==> config.mk <==
export PLATFORM = sky130hd
export DESIGN_NAME = uart_rx_fifo
export DESIGN_NICKNAME = d
export VERILOG_FILES = /design/src/rtl/uart_rx_fifo.sv
export SDC_FILE = /design/constraint.sdc
export NUM_CORES = 1
export LEC_CHECK = 0
export BUFFER_PORTS_ARGS = -buffer_cell sky130_fd_sc_hd__buf_4
export CORE_MARGIN = 5
export CORE_UTILIZATION = 58
export DETAILED_ROUTE_END_ITERATION = 12
export PLACE_DENSITY = 0.9
export SYNTH_ARGS = -nofsm -noshare
export SYNTH_HDL_FRONTEND = slang
export SYNTH_SLANG_ARGS = --single-unit
export TNS_END_PERCENT = 50
==> constraint.sdc <==
create_clock -name clk -period 3 [get_ports clk]
set_input_delay 0.9 -clock clk [delete_from_list [all_inputs] [get_ports clk]]
set_output_delay 0.9 -clock clk [all_outputs]
set_load 0.05 [all_outputs]
==> src/rtl/uart_rx_fifo.sv <==
// rtl/uart_rx_fifo.sv - FWFT byte FIFO behind the UART receiver with rx_rdy/rx_rdy_clr capture and sticky overrun
module uart_rx_fifo #(
    parameter int  DEPTH = 8,
    localparam int AW    = $clog2(DEPTH)
) (
    input  logic          clk,
    input  logic          rst,
    input  logic          rx_rdy,
    input  logic [7:0]    rx_data,
    output logic          rx_rdy_clr,
    input  logic          rd_en,
    output logic [7:0]    rd_data,
    output logic          empty,
    output logic          full,
    output logic [AW:0]   count,
    output logic          overrun,
    input  logic          ovr_clr
);

    typedef enum logic {S_IDLE = 1'b0, S_ACK = 1'b1} state_t;

    state_t        state_q, state_d;
    logic [AW-1:0] wr_ptr_q, wr_ptr_d;
    logic [AW-1:0] rd_ptr_q, rd_ptr_d;
    logic [AW:0]   count_q, count_d;
    logic          empty_q, full_q, overrun_q, clr_q;
    logic          empty_d, full_d, overrun_d, clr_d;
    logic          push, pop, wr, drop;
    logic [7:0]    mem [DEPTH];

    always_comb begin
        push      = (state_q == S_IDLE) && rx_rdy;
        pop       = rd_en && !empty_q;
        // A full FIFO still accepts the byte when a pop frees a slot on the same edge.
        wr        = push && (!full_q || rd_en);
        drop      = push && full_q && !rd_en;

        state_d   = state_q;
        clr_d     = 1'b0;
        case (state_q)
            S_IDLE: if (rx_rdy) begin
                state_d = S_ACK;
                clr_d   = 1'b1;
            end
            S_ACK:  if (!rx_rdy) state_d = S_IDLE;
            default: state_d = S_IDLE;
        endcase

        wr_ptr_d  = wr  ? wr_ptr_q + AW'(1) : wr_ptr_q;
        rd_ptr_d  = pop ? rd_ptr_q + AW'(1) : rd_ptr_q;

        count_d   = count_q;
        case ({wr, pop})
            2'b10:   count_d = count_q + (AW+1)'(1);
            2'b01:   count_d = count_q - (AW+1)'(1);
            default: count_d = count_q;
        endcase

        empty_d   = (count_d == '0);
        full_d    = (count_d == (AW+1)'(DEPTH));

        // Set has priority over clear so a drop coinciding with ovr_clr is never lost.
        overrun_d = drop ? 1'b1 : (ovr_clr ? 1'b0 : overrun_q);
    end

    always_ff @(posedge clk or posedge rst) begin
        if (rst) begin
            state_q   <= S_IDLE;
            wr_ptr_q  <= '0;
            rd_ptr_q  <= '0;
            count_q   <= '0;
            empty_q   <= 1'b1;
            full_q    <= 1'b0;
            overrun_q <= 1'b0;
            clr_q     <= 1'b0;
        end else begin
            state_q   <= state_d;
            wr_ptr_q  <= wr_ptr_d;
            rd_ptr_q  <= rd_ptr_d;
            count_q   <= count_d;
            empty_q   <= empty_d;
            full_q    <= full_d;
            overrun_q <= overrun_d;
            clr_q     <= clr_d;
        end
    end

    always_ff @(posedge clk) begin
        if (wr) mem[wr_ptr_q] <= rx_data;
    end

    assign rd_data    = mem[rd_ptr_q];
    assign rx_rdy_clr = clr_q;
    assign empty      = empty_q;
    assign full       = full_q;
    assign count      = count_q;
    assign overrun    = overrun_q;

endmodule
# == After elaboration in Yosys (flattened, before gate mapping) ==
# Memories as Yosys holds them, arrays and structs flattened.
# Cells that the tools add are included.
# totals
output_inout_bits,16
mem_count,1
ram_bits,64
ff_bits,15
in_bits,13
wordCells,35
# memory_table
name,depth,word_bits,rd,rd_clocked_by_memory_dff,wr,line_no,text
mem,8,8,1,0,1,29,logic [7:0] mem [DEPTH];
# op_classes
reduce_logical,11
muxes,7
n_addsub,4
eq_ne,3
bitwise,1
# ops
cell,n
$pmux 4 s2,1
$add 3x1->3 const B,2
$mux 1,6
$logic_and 1x1->1,5
$add 4x1->4 const B,1
$eq 4x4->1 const B,1
$logic_not 4->1,1
$sub 4x1->4 const B,1
$logic_not 1->1,3
$eq 2x1->1 const B,1
$eq 2x2->1 const B,1
$reduce_bool 2->1,1
$logic_or 1x1->1,1
$not 1->1,1

# == Depth between registers and ports, before layout ==
# Gate-level depths: netlist (run 1).
# logic_depth
ltp_word,6
depth_mapped,10
mapped_depth_nobuf,10

# == Least setup slack after synthesis (run 1) ==
# Ideal clock, no wire load.
# synth_path
path_kind,in2reg
startpoint,input rd_en
endpoint,"register full_q, in the netlist full"
setup_ns,0.073
cell_stages,9
arrival_ns,2.666
path_buffers,0
path_slack_ns,0.261
t_required_ns,2.927
path_cell_list,nand2b_1 -> and2_1 -> inv_1 -> ha_1 -> a21oi_2 -> or3_4 -> a2111o_1 -> a31o_1 -> nor2b_1
# synth_between
elab_chain_cells,5
word_cells_on_any_way,7
# synth_lines
item,line_no,text
start: declaration,11,"input logic rd_en,"
$logic_or 1x1->1,35,wr = push && (!full_q || rd_en);
$logic_and 1x1->1,35,
$eq 2x1->1 / $eq 2x2->1 (equally long branches),53,"case ({wr, pop})"
$pmux 4 s2 (*),53,
$eq 4x4->1 (*),60,full_d = (count_d == (AW+1)'(DEPTH));
named net full_d,27,"logic empty_d, full_d, overrun_d, clr_d;"
end signal: assignment,82,full_q <= full_d;
end: declaration,26,"logic empty_q, full_q, overrun_q, clr_q;"
# Mark *: on every way through the listed nets, which the timed path passes. The rest lies on a longest branch.
# A chain may end at the register's enable or synchronous reset.

# == Worst setup path in the final report (run 1) ==
# layout_path
startpoint,register rd_ptr_q[0]
endpoint,output rd_data[3]
# layout_between
elab_chain_cells,1
# layout_lines
item,line_no,text
start: declaration,24,"logic [AW-1:0] rd_ptr_q, rd_ptr_d;"
start signal: assignment,79,rd_ptr_q <= rd_ptr_d;
$mem_v2 8x8,n/a,
end: declaration,12,"output logic [7:0] rd_data,"
# No other way between the ends.

==> reports/qor.txt, run 1 <==
io pins -> 29
Seq cells post-synth -> 79
Slew headroom -> 62.22%
Critical R2R Launch -> empty
Placeable Area -> 0.005439 mm^2
worst r2r path cells -> 10
Hold Fails Final Rpt -> 0
leakage -> 0.001400 uW
DPL Wire Length -> 3.627 mm
area of the multi-input gates -> 850.8 um^2
min cycle time layout -> 2.811 ns
largest net degree at the start of global routing -> 19
Std-Cell Rows -> 27
Setup Skew -> 0.004739 ns
CTS sink cnt -> 79
Initial DRC Count -> 114
worst skew pair latency -> 0.35 ns
Mapped Avg Cell Area -> 18.39 um^2
final hold slack -> 0.5200 ns
worst min path class -> reg -> reg
Num CTS Buffers -> 9
total wire length -> 5.425 mm
count of input and output buffers -> 28
Overall Global Routing Usage -> 17.18%
max cap viols -> 0
H-tree levels -> 3
Slew @ Worst Pin -> 0.5661 ns
post-synthesis cell area -> 0.003199 mm^2
DR WL/cell -> 18.20 um
Critical Path Sink -> rd_data[3]
cell-internal power -> 2563 uW
top-count cell post-synth -> edfxtp_1
async set or reset register ratio after synthesis -> 18.99%
Net Sw Power -> 1368 uW
Residual DRC -> 0
reg-to-reg endpoint -> full
status -> complete, no violations
Syn Inst Count -> 174
Via Count -> 1650
share of cells above drive strength 1 -> 38.05%
CTS clk-pin slew, worst paths -> 0.07 ns
R2R Setup Slk -> 0.61 ns
Die ar. -> 0.007101 mm^2
vias in the first global route -> 1744
# diodes -> 0
Clock Tree Buf Depth -> 2
ys flop type -> edfxtp_1
Synth cell types -> 33
initial antenna violation count -> 0
initial core utilization -> 58.82%
final setup vio count -> 0
Die Y -> 84.27 um
CP max FO -> 18
max frequency -> 0.3557 GHz
TNS Setup -> 0 ns
fin nets -> 238
RSZ-0062 raised after global routing -> false
Tcrit/Tclk final -> 93.71%
setup ws final -> 0.1886 ns
setup bufs post-CTS -> 0
number of synthesized flops with an enable pin -> 64
Critical path origin -> rd_ptr_q[0]
top cells by area, synth -> edfxtp_1, mux4_2, dfrtp_1
Seq/Total Area, Yosys -> 71.84%
Chip Width -> 84.27 um
total grt overflow -> 0
CP arrival -> 1.91 ns
clock share of power -> 23.6%
yosys warns -> 0
DRT Pass-1 Iters -> 4
fin. max-slew vios -> 0
Crit Path Class -> reg -> out
pre-CTS setup slack -> 0.08790 ns
pwr dens -> 1026 mW/mm^2
CTS tree -> done
cts repair resizes -> 0
area leader, netlist -> edfxtp_1
Synth top area share -> 60.07%
startpoint type of the worst setup path -> register
Syn Nets -> 191
sequential share of power -> 37.5%
wire length of the first global-routing pass -> 8.880 mm
Net Sw Frac -> 34.80%
top cells by count, synth -> edfxtp_1, mux4_2, dfrtp_1, nand2_1, mux2_2
crit path capture type -> output port
power share of the combinational group -> 38.9%
Worst Path Required -> 2.10 ns
synthesis-to-finish area growth -> 19.75%
DR vias/cell -> 5.537
Root Buffer -> clkbuf_8
worst vdd ir -> 0.7945 mV
Placer Congestion -> 0.7846
post-route ant nets -> 0
Reg area -> 0.002298 mm^2
Fill cells -> 333
hold_buf cts -> 0
==> stage by stage <==
step	util (%)	power [uW]	std cells	instance area, um^2
floorplan	-	2621	174	3199
global placement	66.05	3006	282	3592
detailed placement	66.05	3044	282	3592
CTS	70.44	3973	298	3831
global route	70.44	4135	298	3831
finish	70.44	3931	298	3831
==> registers in the layout, indices dropped and copies added, names as in the netlist <==
signal	cells
full	1
count	4
empty	1
rd_ptr_q	3
overrun	1
mem	64
rx_rdy_clr	1
state_q	1
wr_ptr_q	3
==> power groups by stage <==
stage          Sequential (uW)  Clock, uW  Combinational (uW)
3_5_place_dp              1490          0                1550
2_1_floorplan             1580          0                1040
4_1_cts                   1470        946                1550
3_3_place_gp              1490          0                1520
6_report                  1470        928                1530
5_1_grt                   1500       1010                1630
==> worst min-delay path by stage <==
stage                      from     endpoint  slack, ns  depth (start not counted)
detailed placement     count[3]     count[3]       0.50                          1
floorplan           wr_ptr_q[0]  wr_ptr_q[0]       0.49                          2
global placement    rd_ptr_q[1]  rd_ptr_q[1]       0.49                          2
global route           count[3]     count[3]       0.55                          1
finish                 count[3]     count[3]       0.52                          1
CTS                    count[3]     count[3]       0.52                          1
==> layer usage <==
layer / global-route usage, % / part of all wire [%] / up-vias
li1: - / - / 762
met1: 22.71 / 44 / 832
met2: 26.04 / 48 / 48
met3: 5.986 / 6.0 / 8
met4: 7.456 / 1.3 / 0
met5: 0 / 0 / -
==> area by class of cell <==
class	instances	area share, %
clock inverters	4	2.449
repair buffers	42	8.556
flip-flops and latches	79	59.99
well taps	72	2.351
inverters	6	0.6532
multi-input cells	83	22.21
clock buffers	12	3.788
==> kinds of logic (layout without fill, tap and decap cells) <==
group                    Yosys count  in the layout  synth area share, %
AO/OA/AOI/OAI                      9              9                2.073
XOR/XNOR                           7              7                1.916
adder cells (fa/ha/maj)            4              4                1.564
buffers and inverters             12             64                1.564
flip-flops                        79             79                71.84
multiplexers                      25             25                14.43
AND/OR/NAND/NOR                   38             38                6.610
==> worst max-delay path, cell delays in order, from the launching register on <==
cell,delay (ns)
dfrtp_1,0.37
buf_12,0.19
mux4_2,0.52
mux2_2,0.28
buf_4,0.19
==> cell usage in the layout, fill, tap and decap left out, drive strengths merged, types with 6 or more instances in the layout <==
cell / netlist / routed
edfxtp: 64 / 64
buf: 3 / 42
mux4: 16 / 16
dfrtp: 14 / 14
nand2: 13 / 13
clkbuf: 3 / 12
mux2: 9 / 9
nor2: 8 / 8
xnor2: 6 / 6
inv: 6 / 6
nand2b: 6 / 6
No activity file was read; power rests on OpenSTA's default activity.
==> run 2: changes to the inputs <==
--- a/config.mk
+++ b/config.mk
@@ -5,11 +5,11 @@
 export SDC_FILE = /design/constraint.sdc
 export NUM_CORES = 1
 export LEC_CHECK = 0
-export BUFFER_PORTS_ARGS = -buffer_cell sky130_fd_sc_hd__buf_4
+export BUFFER_PORTS_ARGS = -buffer_cell sky130_fd_sc_hd__buf_2
 export CORE_MARGIN = 5
 export CORE_UTILIZATION = 58
 export DETAILED_ROUTE_END_ITERATION = 12
-export PLACE_DENSITY = 0.9
+export PLACE_DENSITY = 0.75
 export SYNTH_ARGS = -nofsm -noshare
 export SYNTH_HDL_FRONTEND = slang
 export SYNTH_SLANG_ARGS = --single-unit
==> run 2 against run 1 <==
Clock skew increased by 0.0063 ns. Hold slack improved by 0.0042 ns. Register-to-register slack about the same. Via count decreased by 1.4%. Critical path type unchanged.
==> reports/qor.txt, run 2 (same netlist as run 1, synthesis figures left out) <==
DPL Wire Length -> 3.971 mm
min cycle time layout -> 2.879 ns
Num CTS Buffers -> 9
number of flip-flops in the largest register -> 64
total wire length -> 5.584 mm
Root Buffer -> clkbuf_8
Overall Global Routing Usage -> 17.17%
Die ar. -> 0.007101 mm^2
Largest Register -> mem
fin nets -> 241
Inst Count DP -> 285
Worst Path Required -> 2.10 ns
DR vias/cell -> 5.405
worst skew pair latency -> 0.34 ns
DRT Pass-1 Iters -> 4
H-tree levels -> 3
CTS sink cnt -> 79
WP buf/inv -> 2
most common cell after layout, fill and taps aside -> edfxtp_1
Residual DRC -> 0
startpoint type of the worst setup path -> register
pwr dens -> 999.7 mW/mm^2
CTS tree -> done
crit path capture type -> output port
wire length of the first global-routing pass -> 9.011 mm
hold_buf cts -> 0
RSZ-0062 raised after global routing -> false
CP max FO -> 12
max frequency -> 0.3473 GHz
Chip Width -> 84.27 um
initial core utilization -> 58.82%
Std-Cell Rows -> 27
HP Start -> count[3]
synthesis-to-finish area growth -> 17.09%
initial antenna violation count -> 0
Setup Skew -> 0.01109 ns
DR WL/cell -> 18.55 um
fin. max-slew vios -> 0
Final Non-Filler Cells -> 301
Critical path origin -> rd_ptr_q[0]
Placer Congestion -> 0.8028
Critical R2R Launch -> empty
Tcrit/Tclk final -> 95.98%
largest net degree at the start of global routing -> 19
Crit Path Class -> reg -> out
Slew @ Worst Pin -> 0.5666 ns
Placeable Area -> 0.005439 mm^2
max cap viols -> 0
Clock Tree Buf Depth -> 2
status -> complete, no violations
TNS Setup -> 0 ns
CP arrival -> 1.98 ns
CP cell instances -> buf_4 > mux4_2 > mux2_2 > buf_2
share of cells above drive strength 1 -> 39.74%
final setup vio count -> 0
Initial DRC Count -> 58
# diodes -> 0
leakage -> 0.001375 uW
Slowest cell on crit path -> mux4_2
worst min path class -> reg -> reg
Max stage delay on crit path -> 0.55 ns
CTS clk-pin slew, worst paths -> 0.07 ns
count of input and output buffers -> 28
worst vdd ir -> 0.5940 mV
post-route ant nets -> 0
Via Count -> 1627
total grt overflow -> 0
CP top delay family -> multiplexers
vias in the first global route -> 1751
io pins -> 29
most frequent cells in the layout -> edfxtp_1, buf_2, buf_4
Die Y -> 84.27 um
Slew headroom -> 62.18%
Hold Fails Final Rpt -> 0
run 2: area by class of cell:
type | instances | area, um^2
clock buffer | 10 | 127.6
clock inverter | 6 | 85.08
fill | 383 | 1693
inverter | 6 | 25.02
multi-input combinational | 83 | 850.8
sequential | 79 | 2300
tap | 72 | 90.09
timing repair buffer | 45 | 267.8
run 2: routing by layer:
layer	routed length [um]	part of all wire, %	global-route usage (%)	up-vias
li1	-	-	-	777
met1	2420	43	22.37	817
met2	2867	51	27.62	24
met3	201	3.6	4.514	9
met4	93	1.7	7.018	0
met5	0	0	0	-
run 2: where the power goes:
part	total [uW]	internal [uW]	switching [uW]
clock	826	466	360
sequential	1510	1340	176
combinational	1410	565	843
total	3750	2370	1380
run 2: through the flow:
| step | hold slack, ns | total power (uW) | instance area [um^2] | worst slack, ns | util, % |
|---|---|---|---|---|---|
| finish | 0.5242 | 3745 | 3746 | 0.1206 | 68.88 |
| global route | 0.5483 | 3933 | 3746 | 0.01525 | 68.88 |
| CTS | 0.5256 | 3779 | 3746 | 0.08633 | 68.88 |
| detailed placement | 0.5131 | 2954 | 3532 | 0.02483 | 64.94 |
| global placement | 0.4809 | 2907 | 3532 | 0.1538 | 64.94 |
| floorplan | 0.4856 | 2621 | 3199 | 0.2611 | - |
run 2: path summary, 6_finish.rpt:
| kind | endpoint | slack [ns] | cells past startpoint |
|---|---|---|---|
| worst max-delay path | rd_data[4] | 0.12 | 4 |
| worst min-delay path | count[3] | 0.52 | 1 |
| worst max register to register | full | 0.62 | 10 |
| worst min register to register | count[3] | 0.52 | 1 |
| max in group asynchronous | rd_ptr_q[1] | 2.00 | 2 |
| min in group asynchronous | wr_ptr_q[1] | 0.60 | 2 |
run 2: repair_timing:
item / in CTS / in global routing
gates resized for setup: 1 / 0
setup endpoints to repair: 8 / 0
endpoints found under the hold margin: 0 / 0
buffers inserted: 0 / 0
run 2: worst register-to-register path, cell delays in order (launching register included):
cell and delay [ns]:
dfstp_2 0.54, nand2b_4 0.16, inv_1 0.10, nand2_1 0.08, xnor2_1 0.12, ha_1 0.18
a21oi_2 0.04, or3_4 0.35, a2111o_1 0.42, a31o_1 0.23, nor2b_1 0.10
==> run 3: changes to the inputs <==
==> constraint.sdc (replaced) <==
create_clock -name clk -period 3 [get_ports clk]
set_input_delay 0.15 -clock clk [delete_from_list [all_inputs] [get_ports clk]]
set_output_delay 0.15 -clock clk [all_outputs]
set_load 0.05 [all_outputs]
==> run 3 against run 2 <==
Combinational power hardly changed. Cell count is 1.0% lower. Setup slack gained 0.41 ns. Largest cell class unchanged. Sequential power is 3% higher. Global-route usage grew 0.81 points. Critical path depth stayed put. Total power up 1.0%. Clock-buffer cell count down 1. Sequential share of layout area fell by 0.095 points. Hold slack got worse by 0.45 ns. Clock power up 2%. Wire length up 4.6%.
==> reports/qor.txt, run 3 (same netlist as run 1, synthesis figures left out) <==
fin. max-slew vios -> 0
Tcrit/Tclk final -> 82.46%
CTS sink cnt -> 79
worst min path class -> in -> reg
Initial DRC Count -> 117
fin nets -> 238
CTS tree -> done
CP max FO -> 10
leakage -> 0.001361 uW
io pins -> 29
Num CTS Buffers -> 9
share of cells above drive strength 1 -> 37.61%
post-route ant nets -> 0
Die Y -> 84.27 um
count of input and output buffers -> 28
DR vias/cell -> 5.695
Largest Register -> mem
Worst Path Required -> 2.85 ns
DR WL/cell -> 19.60 um
max frequency -> 0.4042 GHz
Via Count -> 1697
Area after DPL -> 0.003500 mm^2
H-tree levels -> 3
Overall Global Routing Usage -> 17.98%
TNS Setup -> 0 ns
Placeable Area -> 0.005439 mm^2
number of flip-flops in the largest register -> 64
max cap viols -> 0
initial antenna violation count -> 0
final hold slack -> 0.07208 ns
total grt overflow -> 0
Hold Fails Final Rpt -> 0
Crit Path Class -> reg -> out
Util after Layout -> 68.94%
wire length of the first global-routing pass -> 9.246 mm
Std-Cell Rows -> 27
final setup vio count -> 0
worst skew pair latency -> 0.35 ns
hold_buf cts -> 3
worst vdd ir -> 0.6077 mV
min cycle time layout -> 2.474 ns
Placer Congestion -> 0.8269
Clock Tree Buf Depth -> 2
vias in the first global route -> 1729
Root Buffer -> clkbuf_8
startpoint type of the worst setup path -> register
Die ar. -> 0.007101 mm^2
Setup Skew -> 0.01055 ns
largest net degree at the start of global routing -> 19
synthesis-to-finish area growth -> 17.21%
Chip Width -> 84.27 um
cts repair resizes -> 0
DPL Wire Length -> 3.865 mm
pwr dens -> 1009 mW/mm^2
Fill cells -> 344
CP arrival -> 2.32 ns
total power draw -> 3784 uW
CTS clk-pin slew, worst paths -> 0.08 ns
setup bufs post-CTS -> 0
DRT Pass-1 Iters -> 4
Slew @ Worst Pin -> 0.7703 ns
most common cell after layout, fill and taps aside -> edfxtp_1
RSZ-0062 raised after global routing -> false
Residual DRC -> 0
Slew headroom -> 48.64%
most frequent cells in the layout -> edfxtp_1, buf_2, mux4_2
cell area after layout -> 0.003750 mm^2
status -> complete, no violations
total wire length -> 5.841 mm
initial core utilization -> 58.82%
crit path capture type -> output port
# diodes -> 0
-- run 3: cell count changes in the layout (fill, tap and decap cells not counted), sizes merged --
cell,change
buf,-6
clkbuf,-1
clkinv,-1
clkinvlp,+1
dlygate4sd3,+3
inv,+1
-- run 3: area by class of cell --
type / instances / area, um^2 / area share, %
flip-flops and latches: 79 / 2298 / 61.29
multi-input cells: 83 / 850.8 / 22.69
repair buffers: 42 / 265.3 / 7.074
clock buffers: 9 / 123.9 / 3.303
clock inverters: 7 / 96.34 / 2.569
well taps: 72 / 90.09 / 2.402
inverters: 6 / 25.02 / 0.6673
-- run 3: final timing paths --
kind                             startpoint     endpoint  slack [ns]  depth (start not counted)
min in group asynchronous               rst  rd_ptr_q[0]        0.41                          3
worst max register to register      state_q         full        0.59                         10
worst min-delay path             rx_data[0]    mem[2][0]        0.07                          1
worst min register to register     count[3]     count[3]        0.53                          1
max in group asynchronous               rst         full        2.21                          3
worst max-delay path            rd_ptr_q[0]   rd_data[5]        0.53                          4
-- run 3: report_power, final --
part | switching (uW) | internal [uW]
registers | 215 | 1330
logic | 820 | 570
clock network | 376 | 469
total | 1410 | 2370
-- run 3: critical path, stage by stage, from the launching register on --
cell,delay (ns)
dfrtp_1,0.75
buf_12,0.23
mux4_2,0.51
mux2_2,0.27
buf_2,0.21
-- run 3: per-layer routing --
| metal | global-route usage [%] | wire [um] | vias up |
|---|---|---|---|
| li1 | - | - | 771 |
| met1 | 23.45 | 2402 | 875 |
| met2 | 29.27 | 3100 | 43 |
| met3 | 3.631 | 247 | 8 |
| met4 | 8.333 | 90 | 0 |
| met5 | 0 | 0 | - |
-- run 3: stage by stage --
stage,std cells,setup WS (ns)
final,298,0.5262
after global routing,298,0.3623
after CTS,298,0.4555
after detailed placement,279,0.6244
after global placement,279,0.7175
after floorplan,174,0.5244
